## config.mk

```make
export PLATFORM = sky130hd
export DESIGN_NAME = alu_seq
export DESIGN_NICKNAME = d
export VERILOG_FILES = /design/src/rtl/alu_seq_pkg.sv /design/src/rtl/alu_seq_mul.sv /design/src/rtl/alu_seq.sv
export SDC_FILE = /design/constraint.sdc
export NUM_CORES = 1
export LEC_CHECK = 0
export ABC_AREA = 1
export CORE_ASPECT_RATIO = 1.1
export CORE_UTILIZATION = 55
export DETAILED_ROUTE_END_ITERATION = 10
export GPL_ROUTABILITY_DRIVEN = 0
export PLACE_DENSITY = 0.95
export SLEW_MARGIN = 10
export SYNTH_ARGS = -nofsm -noshare
export SYNTH_HDL_FRONTEND = slang
export SYNTH_SLANG_ARGS = --single-unit
```

## constraint.sdc

```tcl
create_clock -name clk -period 3.7 [get_ports clk]
set_input_delay 0.74 -clock clk [delete_from_list [all_inputs] [get_ports clk]]
set_output_delay 0.74 -clock clk [all_outputs]
set_load 0.01 [all_outputs]
```

## src/rtl/alu_seq_pkg.sv

```systemverilog
// -----------------------------------------------------------------------------
// alu_seq_pkg
// Shared definitions for the ALU sequencer: default widths, opcode encodings,
// FSM state type and the multiply cycle count.
// Configuration macro: ALU_SEQ_MUL_EN adds the MUL state to the state type.
// -----------------------------------------------------------------------------
package alu_seq_pkg;

  localparam int W_DEF      = 8;  // register file word width
  localparam int AW_DEF     = 2;  // register file address width (4 entries)
  localparam int MUL_CYCLES = 8;  // one multiplier bit per cycle

  localparam logic [2:0] OP_ADD = 3'b000;
  localparam logic [2:0] OP_SUB = 3'b001;
  localparam logic [2:0] OP_AND = 3'b010;
  localparam logic [2:0] OP_OR  = 3'b011;
  localparam logic [2:0] OP_XOR = 3'b100;
  localparam logic [2:0] OP_SHL = 3'b101;
  localparam logic [2:0] OP_SHR = 3'b110;
  localparam logic [2:0] OP_MUL = 3'b111;

  typedef enum logic [2:0] {
    S_IDLE = 3'd0,
    S_READ = 3'd1,
    S_EXEC = 3'd2,
    S_WB   = 3'd3
`ifdef ALU_SEQ_MUL_EN
    , S_MUL = 3'd4
`endif
  } state_t;

endpackage

```

## src/rtl/alu_seq_mul.sv

```systemverilog
// -----------------------------------------------------------------------------
// alu_seq_mul
// Sequential shift-add multiplier, one multiplier bit per cycle.
// The load cycle already accumulates bit 0 of i_b, each step cycle adds the
// next bit, and o_product includes the bit of the current cycle, so the full
// product is visible during the W-th cycle counted from load.
// Built only when ALU_SEQ_MUL_EN is defined.
// Ports:
//   clk, rst_n  clock, asynchronous active-low reset
//   i_load      capture i_a/i_b and accumulate bit 0
//   i_step      accumulate the next multiplier bit
//   i_a, i_b    multiplicand / multiplier
//   o_product   2W-bit product including the current cycle's bit
// -----------------------------------------------------------------------------
module alu_seq_mul
  import alu_seq_pkg::*;
#(
  parameter int W = W_DEF
) (
  input  logic           clk,
  input  logic           rst_n,
  input  logic           i_load,
  input  logic           i_step,
  input  logic [W-1:0]   i_a,
  input  logic [W-1:0]   i_b,
  output logic [2*W-1:0] o_product
);

  logic [2*W-1:0] r_acc;
  logic [2*W-1:0] r_mcand;
  logic [W-1:0]   r_mplier;
  logic [2*W-1:0] w_sum;

  assign w_sum     = r_acc + (r_mplier[0] ? r_mcand : '0);
  assign o_product = w_sum;

  // NOTE: the datapath registers are reset as well so o_product is never X.
  always_ff @(posedge clk or negedge rst_n) begin
    if (!rst_n) begin
      r_acc    <= '0;
      r_mcand  <= '0;
      r_mplier <= '0;
    end else if (i_load) begin
      r_acc    <= i_b[0] ? {{W{1'b0}}, i_a} : '0;
      r_mcand  <= {{(W-1){1'b0}}, i_a, 1'b0};
      r_mplier <= {1'b0, i_b[W-1:1]};
    end else if (i_step) begin
      r_acc    <= w_sum;
      r_mcand  <= r_mcand << 1;
      r_mplier <= r_mplier >> 1;
    end
  end

endmodule

```

## src/rtl/alu_seq.sv

```systemverilog
// -----------------------------------------------------------------------------
// alu_seq
// Multi-cycle ALU sequencer in front of a 4x8 register file with registered
// read ports. One operation per start: read both operands, compute an 8-bit
// result with zero/carry flags, write the result back to rd.
// Configuration macro: ALU_SEQ_MUL_EN
//   defined   -> op 111 runs an 8-cycle shift-add multiply
//   undefined -> op 111 is illegal: done+err two cycles after start, no write
// Ports:
//   clk, rst_n          clock, asynchronous active-low reset
//   start, op, ra/rb/rd request and its operands, sampled while idle
//   busy, done, err     status; done/err are one-cycle pulses
//   result, zero, carry last written result and flags, held
//   DIR_A/DIR_B/DIR_WR  register file read/write addresses
//   EN, DI              register file write enable / write data
//   DOA, DOB            register file registered read data
// -----------------------------------------------------------------------------
module alu_seq
  import alu_seq_pkg::*;
#(
  parameter int W  = W_DEF,
  parameter int AW = AW_DEF
) (
  input  logic          clk,
  input  logic          rst_n,
  input  logic          start,
  input  logic [2:0]    op,
  input  logic [AW-1:0] ra,
  input  logic [AW-1:0] rb,
  input  logic [AW-1:0] rd,
  output logic          busy,
  output logic          done,
  output logic          err,
  output logic [W-1:0]  result,
  output logic          zero,
  output logic          carry,
  output logic [AW-1:0] DIR_A,
  output logic [AW-1:0] DIR_B,
  output logic [AW-1:0] DIR_WR,
  output logic          EN,
  output logic [W-1:0]  DI,
  input  logic [W-1:0]  DOA,
  input  logic [W-1:0]  DOB
);

  state_t        r_state;
  logic [2:0]    r_op;
  logic [AW-1:0] r_rd;
  logic          r_carry_pend;  // flag computed with r_di, published at WB
  logic          r_busy, r_done, r_err, r_zero, r_carry, r_en;
  logic [W-1:0]  r_result, r_di;
  logic [AW-1:0] r_dir_a, r_dir_b, r_dir_wr;
  logic [W:0]    w_alu;         // {carry, result}

  assign busy   = r_busy;
  assign done   = r_done;
  assign err    = r_err;
  assign result = r_result;
  assign zero   = r_zero;
  assign carry  = r_carry;
  assign DIR_A  = r_dir_a;
  assign DIR_B  = r_dir_b;
  assign DIR_WR = r_dir_wr;
  assign EN     = r_en;
  assign DI     = r_di;

  // Single-cycle operations; the MSB is the carry/borrow flag.
  always_comb begin
    // NOTE: default first so unlisted opcodes cannot infer a latch.
    w_alu = '0;
    case (r_op)
      OP_ADD:  w_alu = {1'b0, DOA} + {1'b0, DOB};
      OP_SUB:  w_alu = {1'b0, DOA} - {1'b0, DOB};  // MSB is the borrow
      OP_AND:  w_alu = {1'b0, DOA & DOB};
      OP_OR:   w_alu = {1'b0, DOA | DOB};
      OP_XOR:  w_alu = {1'b0, DOA ^ DOB};
      OP_SHL:  w_alu = {DOA, 1'b0};
      OP_SHR:  w_alu = {DOA[0], 1'b0, DOA[W-1:1]};
      default: w_alu = '0;
    endcase
  end

`ifdef ALU_SEQ_MUL_EN
  localparam int CNT_W = $clog2(MUL_CYCLES);

  logic [CNT_W-1:0] r_cnt;
  logic [2*W-1:0]   w_product;
  logic             w_mul_load, w_mul_step, w_mul_last;

  // First MUL cycle loads (and takes bit 0), the remaining cycles step.
  assign w_mul_load = (r_state == S_MUL) && (r_cnt == '0);
  assign w_mul_step = (r_state == S_MUL) && (r_cnt != '0);
  assign w_mul_last = (r_cnt == CNT_W'(MUL_CYCLES - 1));

  alu_seq_mul #(.W(W)) u_mul (
    .clk       (clk),
    .rst_n     (rst_n),
    .i_load    (w_mul_load),
    .i_step    (w_mul_step),
    .i_a       (DOA),
    .i_b       (DOB),
    .o_product (w_product)
  );
`endif

  // NOTE: sequential state uses non-blocking assignments only, so every
  // register in this block sees pre-edge values of the others.
  always_ff @(posedge clk or negedge rst_n) begin
    if (!rst_n) begin
      r_state      <= S_IDLE;
      r_op         <= '0;
      r_rd         <= '0;
      r_carry_pend <= 1'b0;
      r_busy       <= 1'b0;
      r_done       <= 1'b0;
      r_err        <= 1'b0;
      r_result     <= '0;
      r_zero       <= 1'b0;
      r_carry      <= 1'b0;
      r_dir_a      <= '0;
      r_dir_b      <= '0;
      r_dir_wr     <= '0;
      r_en         <= 1'b0;
      r_di         <= '0;
`ifdef ALU_SEQ_MUL_EN
      r_cnt        <= '0;
`endif
    end else begin
      r_done <= 1'b0;
      r_err  <= 1'b0;
      case (r_state)
        S_IDLE: begin
          if (start) begin
            // Read addresses go out now so the register file captures the
            // operands at the end of READ.
            r_op    <= op;
            r_rd    <= rd;
            r_dir_a <= ra;
            r_dir_b <= rb;
            r_busy  <= 1'b1;
            r_state <= S_READ;
          end
        end
        S_READ: begin
          if (r_op == OP_MUL) begin
`ifdef ALU_SEQ_MUL_EN
            r_cnt   <= '0;
            r_state <= S_MUL;
`else
            // No multiplier: abort without write-back, flags untouched.
            r_busy  <= 1'b0;
            r_done  <= 1'b1;
            r_err   <= 1'b1;
            r_state <= S_IDLE;
`endif
          end else begin
            r_state <= S_EXEC;
          end
        end
        S_EXEC: begin
          r_di         <= w_alu[W-1:0];
          r_carry_pend <= w_alu[W];
          r_dir_wr     <= r_rd;
          r_en         <= 1'b1;
          r_state      <= S_WB;
        end
`ifdef ALU_SEQ_MUL_EN
        S_MUL: begin
          if (w_mul_last) begin
            r_di         <= w_product[W-1:0];
            r_carry_pend <= |w_product[2*W-1:W];
            r_dir_wr     <= r_rd;
            r_en         <= 1'b1;
            r_state      <= S_WB;
          end else begin
            r_cnt <= r_cnt + 1'b1;
          end
        end
`endif
        S_WB: begin
          r_en     <= 1'b0;
          r_result <= r_di;
          r_zero   <= (r_di == '0);
          r_carry  <= r_carry_pend;
          r_busy   <= 1'b0;
          r_done   <= 1'b1;
          r_state  <= S_IDLE;
        end
        default: r_state <= S_IDLE;
      endcase
    end
  end

endmodule

```

==> impl_metrics.yaml <==
die:
  core_area_um2: 4350
  ioPinCount: 56
  die_area_um2: 4830
  core.rowCount: 25
  die_w_um: 66.4
  initial_core_util_pct: 57.6
  fp.dieH_um: 72.8
worst_hold_path:
  hp-start: "r_rd[1]$_DFFE_PN0P_"
  worstHoldPathType: "reg2reg"
clock_tree:
  cts_tree: "done"
  cts_setup_buffers: 0
  cts_buffer_depth: 2
  cts_inserted_buffers: 5
  htreeDepth: 2
  root_buffer: "clkbuf_8"
  ctsResizeCount: 0
  clk_pin_slew_ps: 70
  holdBufCountCts: 0
  clock-sinks: 36
  insertion_delay_ps: 300
setup_path:
  cp_slowest_cell: "clkdlybuf4s50_1"
  setup.worst_path.start: "DOB[0]"
  r2r_end: "DI[6]$_DFFE_PN0P_"
  reg2reg_depth: 15
  cp.arrival_ps: 3170
  startpoint_type: "input pin"
  cp.required_ps: 3930
  worstSetupPathType: "in2reg"
  crit_fanout: 5
  crit_path_end: "r_carry_pend$_DFFE_PN0P_"
  worstReg2RegStart: "r_op[2]$_DFFE_PN0P_"
  crit_chain: "clkdlybuf4s50_1 -> inv_1 -> ha_1 -> nand2_1 -> o31ai_1 -> xor2_1 -> inv_1 -> ha_1 -> nand2_1 -> inv_1 -> a21oi_1 -> nand2_1 -> nand2_1 -> nand3_1 -> nand2_1 -> nand2_1 -> nand2_1"
  crit_path_end_kind: "flop"
  cpPeakStageDelay_ps: 450
  r2r_setup_slack_ps: 1170
  cp_common_cell: "nand2_1"
status:
  status: "completed"
power_and_ir_drop:
  p_per_area_nw_per_um2: 694
  swShare_pct: 44.5
  p_comb_share_pct: 55.9
  p_leak_nw: 1.63
  pwr-share-clk_pct: 12.4
  power_switching_mw: 0.989
  vdd_drop_max_uv: 247
  sequentialPowerShare_pct: 31.7
  p_int_mw: 1.24
finish:
  stdcell_count: 448
  final_area_um2: 3210
  final-seq-area_um2: 901
  nNetsFinal: 447
  antennaDiodeCount: 0
  fill_cells: 340
  drive_gt1_share_pct: 6.60
  syn_to_final_growth_pct: 27.9
  multi_input_area_um2: 1390
global_route:
  grt_pass1_vias: 2348
  grt_max_degree: 37
  grt_util_all_layers_pct: 27.9
  antenna_found_initial: 0
  grt-ovfl-total: 0
  grt_pass1_wl_um: 10200
job:
  max_cap_viol_count: 0
route:
  drt-vias-per-instance: 5.49
  wl_um: 6260
  vias: 2461
  dr.pass1.iters: 7
  detail-route-antenna-nets: 0
  first_iter_violations: 202
  drc: 0
  routedWlPerCell_um: 14.0
timing:
  clock_skew_ps: 7.20
  max_slew_margin_pct: 33.2
  fin_crit_sh_pct: 79.5
  whs_ps: 487
  fmax_mhz: 340
  finalSetupViolCount: 0
  rsz0062_at_grt: "no"
  finalHoldViolCount: 0
  slew_violations: 0
  layout_setup_ws_ps: 758
  tightest_slew_ps: 998
  fin_setup_tns_ps: 0
  finalCriticalPeriod_ps: 2940
logic_synthesis:
  synth_area_leaders: "dfrtp_1 (36%), nand2_1 (14%), ha_1 (12%), inv_1 (6.6%), o21ai_1 (4.2%)"
  netlist_area_um2: 2510
  synth_seq_cells: 36
  synth.avg_cell_area_um2: 7.53
  ys.warnings.count: 0
  ys_seq_area_share_pct: 35.9
  synth_nets: 387
  synthCells: 333
  yosys.area.top_type_share_pct: 35.9
  synth_cell_types: 34
  synth_top_area_cell: "dfrtp_1"
placement:
  dp.final_hpwl_um: 4880
  io_buffers: 55
  post-place-cells: 440
  dp_slack_ps: 464
  placed_cell_area_um2: 3120
[kinds of logic after synthesis]
| group | Yosys count | synth area share [%] |
|---|---|---|
| adders and majority gates | 26 | 13.3 |
| xor gates and xnor gates | 6 | 2.10 |
| and+or+nand+nor | 161 | 28.2 |
| muxes | 5 | 2.25 |
| AOI/OAI and AO/OA | 43 | 9.79 |
| buffers and inverters | 56 | 8.49 |
| DFF | 36 | 35.9 |
[worst min-delay path by stage]
stage | endpoint | depth (start not counted)
finish | DIR_WR[1]$_DFFE_PN0P_ | 2
global route | DIR_WR[1]$_DFFE_PN0P_ | 2
CTS | DIR_WR[1]$_DFFE_PN0P_ | 2
detailed placement | DIR_WR[1]$_DFFE_PN0P_ | 2
global placement | DIR_WR[1]$_DFFE_PN0P_ | 2
floorplan | DIR_A[0]$_DFFE_PN0P_ | 0
[power groups by stage]
stage	Sequential (mW)	Combinational [mW]	Clock (mW)
2_1_floorplan	0.749	0.686	0
3_3_place_gp	0.693	1.17	0
6_report	0.705	1.24	0.275
4_1_cts	0.704	1.24	0.276
3_5_place_dp	0.708	1.23	0
5_1_grt	0.722	1.38	0.292
[Yosys cell counts (all sizes together)]
| cell type | instances |
|---|---|
| clkinv | 1 |
| o31ai | 1 |
| o21ai | 25 |
| fa | 1 |
| nor3 | 3 |
| o211ai | 2 |
| o22ai | 5 |
| o2111ai | 1 |
| nand2 | 97 |
| xor2 | 6 |
| and2 | 1 |
| clkbuf | 1 |
| nor2 | 28 |
| a21oi | 8 |
| or2 | 4 |
| nor3b | 1 |
| nand4 | 2 |
| nand3b | 1 |
| dfrtp | 36 |
| nand3 | 24 |
| a31oi | 1 |
| inv | 52 |
| ha | 25 |
| buf | 2 |
| mux2 | 5 |
[layout by cell type (no fill, tap or decap), types with 2 or more instances in the layout]
cell type | synthesis | routed
nand2_1 | 96 | 96
clkdlybuf4s50_1 | 0 | 55
inv_1 | 44 | 44
dfrtp_1 | 36 | 36
nor2_1 | 27 | 27
ha_1 | 25 | 25
o21ai_1 | 21 | 21
nand3_1 | 20 | 20
inv_2 | 8 | 8
a21oi_1 | 7 | 7
xor2_1 | 6 | 6
o22ai_1 | 5 | 5
mux2_1 | 5 | 5
clkbuf_8 | 0 | 5
o21ai_0 | 4 | 4
or2_1 | 3 | 3
nand3_2 | 3 | 3
nor3_1 | 2 | 2
o211ai_1 | 2 | 2
nand4_1 | 2 | 2
clkinv_2 | 0 | 2
[critical path, delay by kind of cell]
| family | cells | cell delay [ps] |
|---|---|---|
| compound gates | 2 | 460 |
| simple gates | 8 | 630 |
| xor+xnor | 1 | 170 |
| buf+inv | 4 | 670 |
| fa+ha+maj | 2 | 510 |
[final cells by class]
class | instances | area share [%]
Timing Repair Buffer | 56 | 17.4
Sequential cell | 36 | 28.1
Inverter | 53 | 6.21
Clock buffer | 5 | 2.15
Clock inverter | 3 | 0.585
Tap cell | 54 | 2.11
Multi-Input combinational cell | 241 | 43.4
[through the flow]
stage / util, % / power (mW)
2_1_floorplan: - / 1.44
3_3_place_gp: 71.7 / 1.87
3_5_place_dp: 71.7 / 1.94
4_1_cts: 73.7 / 2.22
5_1_grt: 73.7 / 2.40
6_report: 73.7 / 2.22
[state kept, by name (all words and copies together) (netlist names)]
register,flops
DIR_B,2
DI,8
busy,1
r_state,2
DIR_WR,2
done,1
r_op,3
r_carry_pend,1
EN,1
result,8
err,1
carry,1
zero,1
DIR_A,2
r_rd,2
[per-layer routing]
| metal | global-route usage (%) | vias to the layer above | wire, um |
|---|---|---|---|
| met4 | 12.3 | 0 | 146 |
| met3 | 3.59 | 13 | 380 |
| li1 | - | 1185 | - |
| met2 | 50.1 | 118 | 3290 |
| met5 | 0 | - | 0 |
| met1 | 33.1 | 1145 | 2450 |
(Power assumes the default switching activity.)
